===== config.mk =====
export PLATFORM = sky130hd
export DESIGN_NAME = piso_serial_tx
export DESIGN_NICKNAME = d
export VERILOG_FILES = /design/src/rtl/piso_serial_tx.sv
export SDC_FILE = /design/constraint.sdc
export NUM_CORES = 1
export LEC_CHECK = 0
export ABC_AREA = 1
export CELL_PAD_IN_SITES_DETAIL_PLACEMENT = 1
export CELL_PAD_IN_SITES_GLOBAL_PLACEMENT = 1
export CORE_AREA = 2 2 40 42
export CTS_CLUSTER_DIAMETER = 30
export DETAILED_ROUTE_END_ITERATION = 10
export DIE_AREA = 0 0 42 44
export PLACE_DENSITY_LB_ADDON = 0.1
export SLEW_MARGIN = 20
export SYNTH_ARGS = -nofsm -noshare
export SYNTH_HDL_FRONTEND = slang
export SYNTH_SLANG_ARGS = --single-unit

===== constraint.sdc =====
create_clock -name clk -period 3.2 [get_ports clk]
set_clock_uncertainty 0.2 [all_clocks]
set_input_delay 0.48 -clock clk [delete_from_list [all_inputs] [get_ports clk]]
set_output_delay 0.48 -clock clk [all_outputs]
set_load 0.01 [all_outputs]

===== src/rtl/piso_serial_tx.sv =====
// Parallel-in/serial-out transmitter with valid/ready on both the load and serial sides.
// Words of WIDTH bits stream back-to-back with no idle bit when the next load is ready in time.
module piso_serial_tx #(
  parameter int WIDTH     = 4,
  parameter bit LSB_FIRST = 1'b0
) (
  input  logic             clk,
  input  logic             rst_n,
  input  logic             load_valid,
  output logic             load_ready,
  input  logic [WIDTH-1:0] load_data,
  input  logic             ser_ready,
  output logic             q,
  output logic             q_bar,
  output logic             q_valid,
  output logic             last,
  output logic             busy
);

  localparam int             CW       = $clog2(WIDTH);
  localparam logic [CW-1:0]  CNT_LAST = CW'(WIDTH - 1);

  typedef enum logic {IDLE, SHIFT} state_e;

  state_e           state_q, state_d;
  logic [WIDTH-1:0] shreg_q, shreg_d;
  logic [CW-1:0]    cnt_q, cnt_d;
  logic             q_q, q_d;
  logic             q_bar_q, q_bar_d;
  logic             load_fire, bit_take;

  assign q_valid    = (state_q == SHIFT);
  assign busy       = q_valid;
  assign last       = q_valid && (cnt_q == CNT_LAST);
  // Gated by rst_n so no word is offered a handshake while reset is asserted.
  assign load_ready = rst_n && ((state_q == IDLE) || (last && ser_ready));
  assign load_fire  = load_valid && load_ready;
  assign bit_take   = q_valid && ser_ready;
  assign q          = q_q;
  assign q_bar      = q_bar_q;

  always_comb begin
    // NOTE: every next-state signal gets a default first so no path infers a latch.
    state_d = state_q;
    shreg_d = shreg_q;
    cnt_d   = cnt_q;
    q_d     = q_q;
    if (load_fire) begin
      // A load during SHIFT only happens on the final-bit-consumed cycle.
      state_d = SHIFT;
      cnt_d   = '0;
      if (LSB_FIRST) begin
        q_d     = load_data[0];
        shreg_d = load_data >> 1;
      end else begin
        q_d     = load_data[WIDTH-1];
        shreg_d = load_data << 1;
      end
    end else if (bit_take) begin
      if (last) begin
        state_d = IDLE;
        cnt_d   = '0;
        q_d     = 1'b0;
      end else begin
        cnt_d = cnt_q + CW'(1);
        if (LSB_FIRST) begin
          q_d     = shreg_q[0];
          shreg_d = shreg_q >> 1;
        end else begin
          q_d     = shreg_q[WIDTH-1];
          shreg_d = shreg_q << 1;
        end
      end
    end
    q_bar_d = ~q_d;
  end

  always_ff @(posedge clk or negedge rst_n) begin
    // NOTE: sequential state uses non-blocking assignments so all registers update together.
    if (!rst_n) begin
      state_q <= IDLE;
      shreg_q <= '0;
      cnt_q   <= '0;
      q_q     <= 1'b0;
      q_bar_q <= 1'b1;
    end else begin
      state_q <= state_d;
      shreg_q <= shreg_d;
      cnt_q   <= cnt_d;
      q_q     <= q_d;
      q_bar_q <= q_bar_d;
    end
  end

endmodule

==> results.txt <==
----------------------------------------------------
[Outcome]
  Result of the run ... finished clean

[Synth]
  Syn Inst Count ... 57
  Mapped cell area ... 452 µm²
  Yosys cell types ... 15
  Number of warnings reported in the yosys synthesis log ... 0
  Sequential cell area fraction in the yosys report ... 0.446
  Net count of the mapped netlist ... 66
  Post-Syn Area per Cell ... 7.92 µm²
  Total of flip-flops plus latches after synthesis ... 8

[Global route]
  Total Routing Usage GR ... 0.129
  Initial antenna violation count ... 0
  Vias in the first global route ... 447
  Remaining Overflow, GRT ... 0
  Global-route wire length before repair ... 1730 µm
  Largest net degree at the start of global routing ... 12

[Route]
  Average detailed-routed wire length per instance ... 10.8 µm
  Remaining routing DRC violations ... 0
  Number of search-and-repair iterations in the first detailed-routing pass ... 4
  Vias per cell ... 4.54
  Total wire length after detailed routing ... 971 µm
  Routed via count ... 409
  Post-route ant nets ... 0
  Count of routing violations after the opening detailed-route iteration ... 3

[Clock tree]
  Clock latency at the later pin of the worst-skew pair ... 250 ps
  Maximum buffer depth of the clock tree ... 2
  Root cell of the clock tree ... sky130_fd_sc_hd__clkbuf_4
  Total CTS buffers ... 3
  Post-CTS repair timing setup buffer count ... 0
  Number of buffers added to fix hold violations after cts ... 0
  Clock tree from TritonCTS ... built
  Post-cts resize count ... 0
  Register clock-pin slew on the reported worst setup and hold paths ... 50 ps
  Clock net sink count ... 8
  Htree depth ... 1

[STA]
  RSZ-0062 raised after global routing ... no
  Final worst-path cycle share ... 0.791
  Actual transition at the worst max-transition pin ... 268 ps
  Final Slew Violations ... 0
  Endpoints failing hold ... 0
  Post-route minimum period ... 2530 ps
  Achievable frequency ... 0.395 GHz
  Slew margin rel. ... 0.821
  Setup total negative slack ... 0 ps
  Endpoints failing setup ... 0

[Power]
  Clk pwr share ... 0.167
  Post-layout power ... 493 µW
  Standby leakage power ... 0.000326 µW
  NetSw ... 186 µW
  Worst VDD drop ... 0.000293 V
  Power density of the placed cells ... 785 nW/µm²
  Relative contribution of combinational cells to total power ... 0.470
  Proportion of total power due to net switching ... 0.378
  Internal Dissipation ... 307 µW
  Seq pwr share ... 0.363

[Floorplan]
  Floorplan die area ... 1850 µm²
  IO Count ... 14
  Initial standard-cell utilization of the core ... 0.318
  Placement Rows ... 14
  Die Y-Extent ... 44 µm
  Chip Width ... 42 µm
  Core Region ... 1420 µm²

[Worst setup path]
  Cell with the biggest individual delay on the critical path ... sky130_fd_sc_hd__clkdlybuf4s50_1
  Buffers and inverters on the worst path ... 2
  Critical Path Start Type ... primary input
  Critical path's most frequent cell ... sky130_fd_sc_hd__clkdlybuf4s50_1
  Arrival time of data at the critical path endpoint ... 1850 ps
  Required @ worst endpoint ... 2520 ps
  Type of element capturing the critical path ... output pin
  CP delay by family, top ... buffers and inverters
  Slowest cell delay on critical path ... 570 ps
  Maximum fanout count along the critical path ... 4
  Cell chain of the critical path ... clkdlybuf4s50_1 > nand2_2 > a21boi_2 > clkdlybuf4s50_1
  Worst reg-to-reg setup slack ... 1710 ps
  Critical Setup Path Class ... in2out

[Placement]
  Weighted congestion at the end of routability-driven global placement ... 0.662
  Number of buffer cells added on primary ports ... 13
  Detailed-placement wirelength estimate ... 805 µm

[Final layout]
  Count of nets after finishing ... 84
  Most frequent standard cell in the layout excluding fill and tap cells ... sky130_fd_sc_hd__nand2_1
  Relative area change from synthesis to final layout ... 39.1%
  Layout cell share with drive strength beyond 1 ... 0.149
  # diodes ... 0
  Fillers ... 185
  Most frequent cells in the layout ... 23 x sky130_fd_sc_hd__nand2_1, 13 x sky130_fd_sc_hd__clkdlybuf4s50_1, 7 x sky130_fd_sc_hd__inv_1, 7 x sky130_fd_sc_hd__dfrtp_1, 6 x sky130_fd_sc_hd__nand3_1

[Min path]
  Tightest Hold Check Type ... reg2reg

[Run]
  Max_cap viols ... 0

----------------------------------------------------
worst min-delay path, cell delays in order, from the launching register on:
cell and delay [ps]:
sky130_fd_sc_hd__dfrtp_1 340, sky130_fd_sc_hd__nand3_1 70, sky130_fd_sc_hd__nand2_1 70
power groups by stage:
stage                     combinational, µW  sequential (µW)  clock (µW)
after floorplan                         137              185           0
after global placement                  229              180           0
after detailed placement                236              182           0
after CTS                               238              180        85.6
after global routing                    262              185        93.7
final                                   232              179        82.3
Yosys cell counts:
cell,count,area [µm²]
sky130_fd_sc_hd__o21ai_1,1,5.00
sky130_fd_sc_hd__nand2_2,3,18.8
sky130_fd_sc_hd__dfrtp_1,7,175
sky130_fd_sc_hd__a21boi_2,1,11.3
sky130_fd_sc_hd__nor2_4,1,11.3
sky130_fd_sc_hd__nand3_1,6,30.0
sky130_fd_sc_hd__nand3b_1,1,7.51
sky130_fd_sc_hd__buf_4,1,7.51
sky130_fd_sc_hd__nand2_1,23,86.3
sky130_fd_sc_hd__ha_1,1,12.5
sky130_fd_sc_hd__dfstp_2,1,26.3
sky130_fd_sc_hd__clkinv_1,1,3.75
sky130_fd_sc_hd__nand4_1,2,12.5
sky130_fd_sc_hd__inv_1,7,26.3
sky130_fd_sc_hd__nand3_4,1,17.5
path summary, 6_finish.rpt:
kind                                         from                endpoint  cells after the start
min in group asynchronous                   rst_n  shreg_q[2]$_DFFE_PN0P_                      2
min                        shreg_q[3]$_DFFE_PN0P_  shreg_q[3]$_DFFE_PN0P_                      2
max reg2reg                  cnt_q[0]$_DFFE_PN0P_  shreg_q[3]$_DFFE_PN0P_                      7
max                                     ser_ready              load_ready                      4
max in group asynchronous                   rst_n         q_bar$_DFF_PN1_                      2
min reg2reg                shreg_q[3]$_DFFE_PN0P_  shreg_q[3]$_DFFE_PN0P_                      2
cell families after synthesis:
| group | count (synthesis) | share of synthesized area |
|---|---|---|
| DFF | 8 | 0.446 |
| and+or+nand+nor | 37 | 0.407 |
| buffers and inverters | 9 | 0.0831 |
| AOI/OAI and AO/OA | 2 | 0.0360 |
| adders and majority gates | 1 | 0.0277 |
sequential cells by signal, summed over array words and instances, names as in the netlist:
name and cells:
busy 1, q_bar 1, q 1, shreg_q 3
cnt_q 2
final cells by class:
| type | count | area, µm² | share of cell area |
|---|---|---|---|
| well taps | 16 | 20.0 | 0.0319 |
| multi-input cells | 40 | 213 | 0.339 |
| repair buffers | 14 | 138 | 0.219 |
| flip-flops and latches | 8 | 201 | 0.321 |
| clock buffers | 4 | 26.3 | 0.0418 |
| inverters | 8 | 30.0 | 0.0478 |
routing by layer:
metal | vias up | GRT usage | wire (µm)
met5 | - | 0 | 0
met1 | 183 | 0.129 | 424
met4 | 0 | 0.0968 | 15
met2 | 11 | 0.238 | 478
met3 | 2 | 0.0250 | 52
li1 | 213 | - | -
per-stage QoR:
step | hold slack (ps) | instances | util | area [µm²] | worst slack, ps
after CTS | 316 | 90 | 0.443 | 628 | 653
final | 311 | 90 | 0.443 | 628 | 670
after floorplan | -15.6 | 57 | - | 452 | 1650
after global routing | 354 | 90 | 0.443 | 628 | 629
after global placement | 295 | 86 | 0.424 | 602 | 674
after detailed placement | 301 | 86 | 0.424 | 602 | 668
Power figures use the tool's default switching activity.
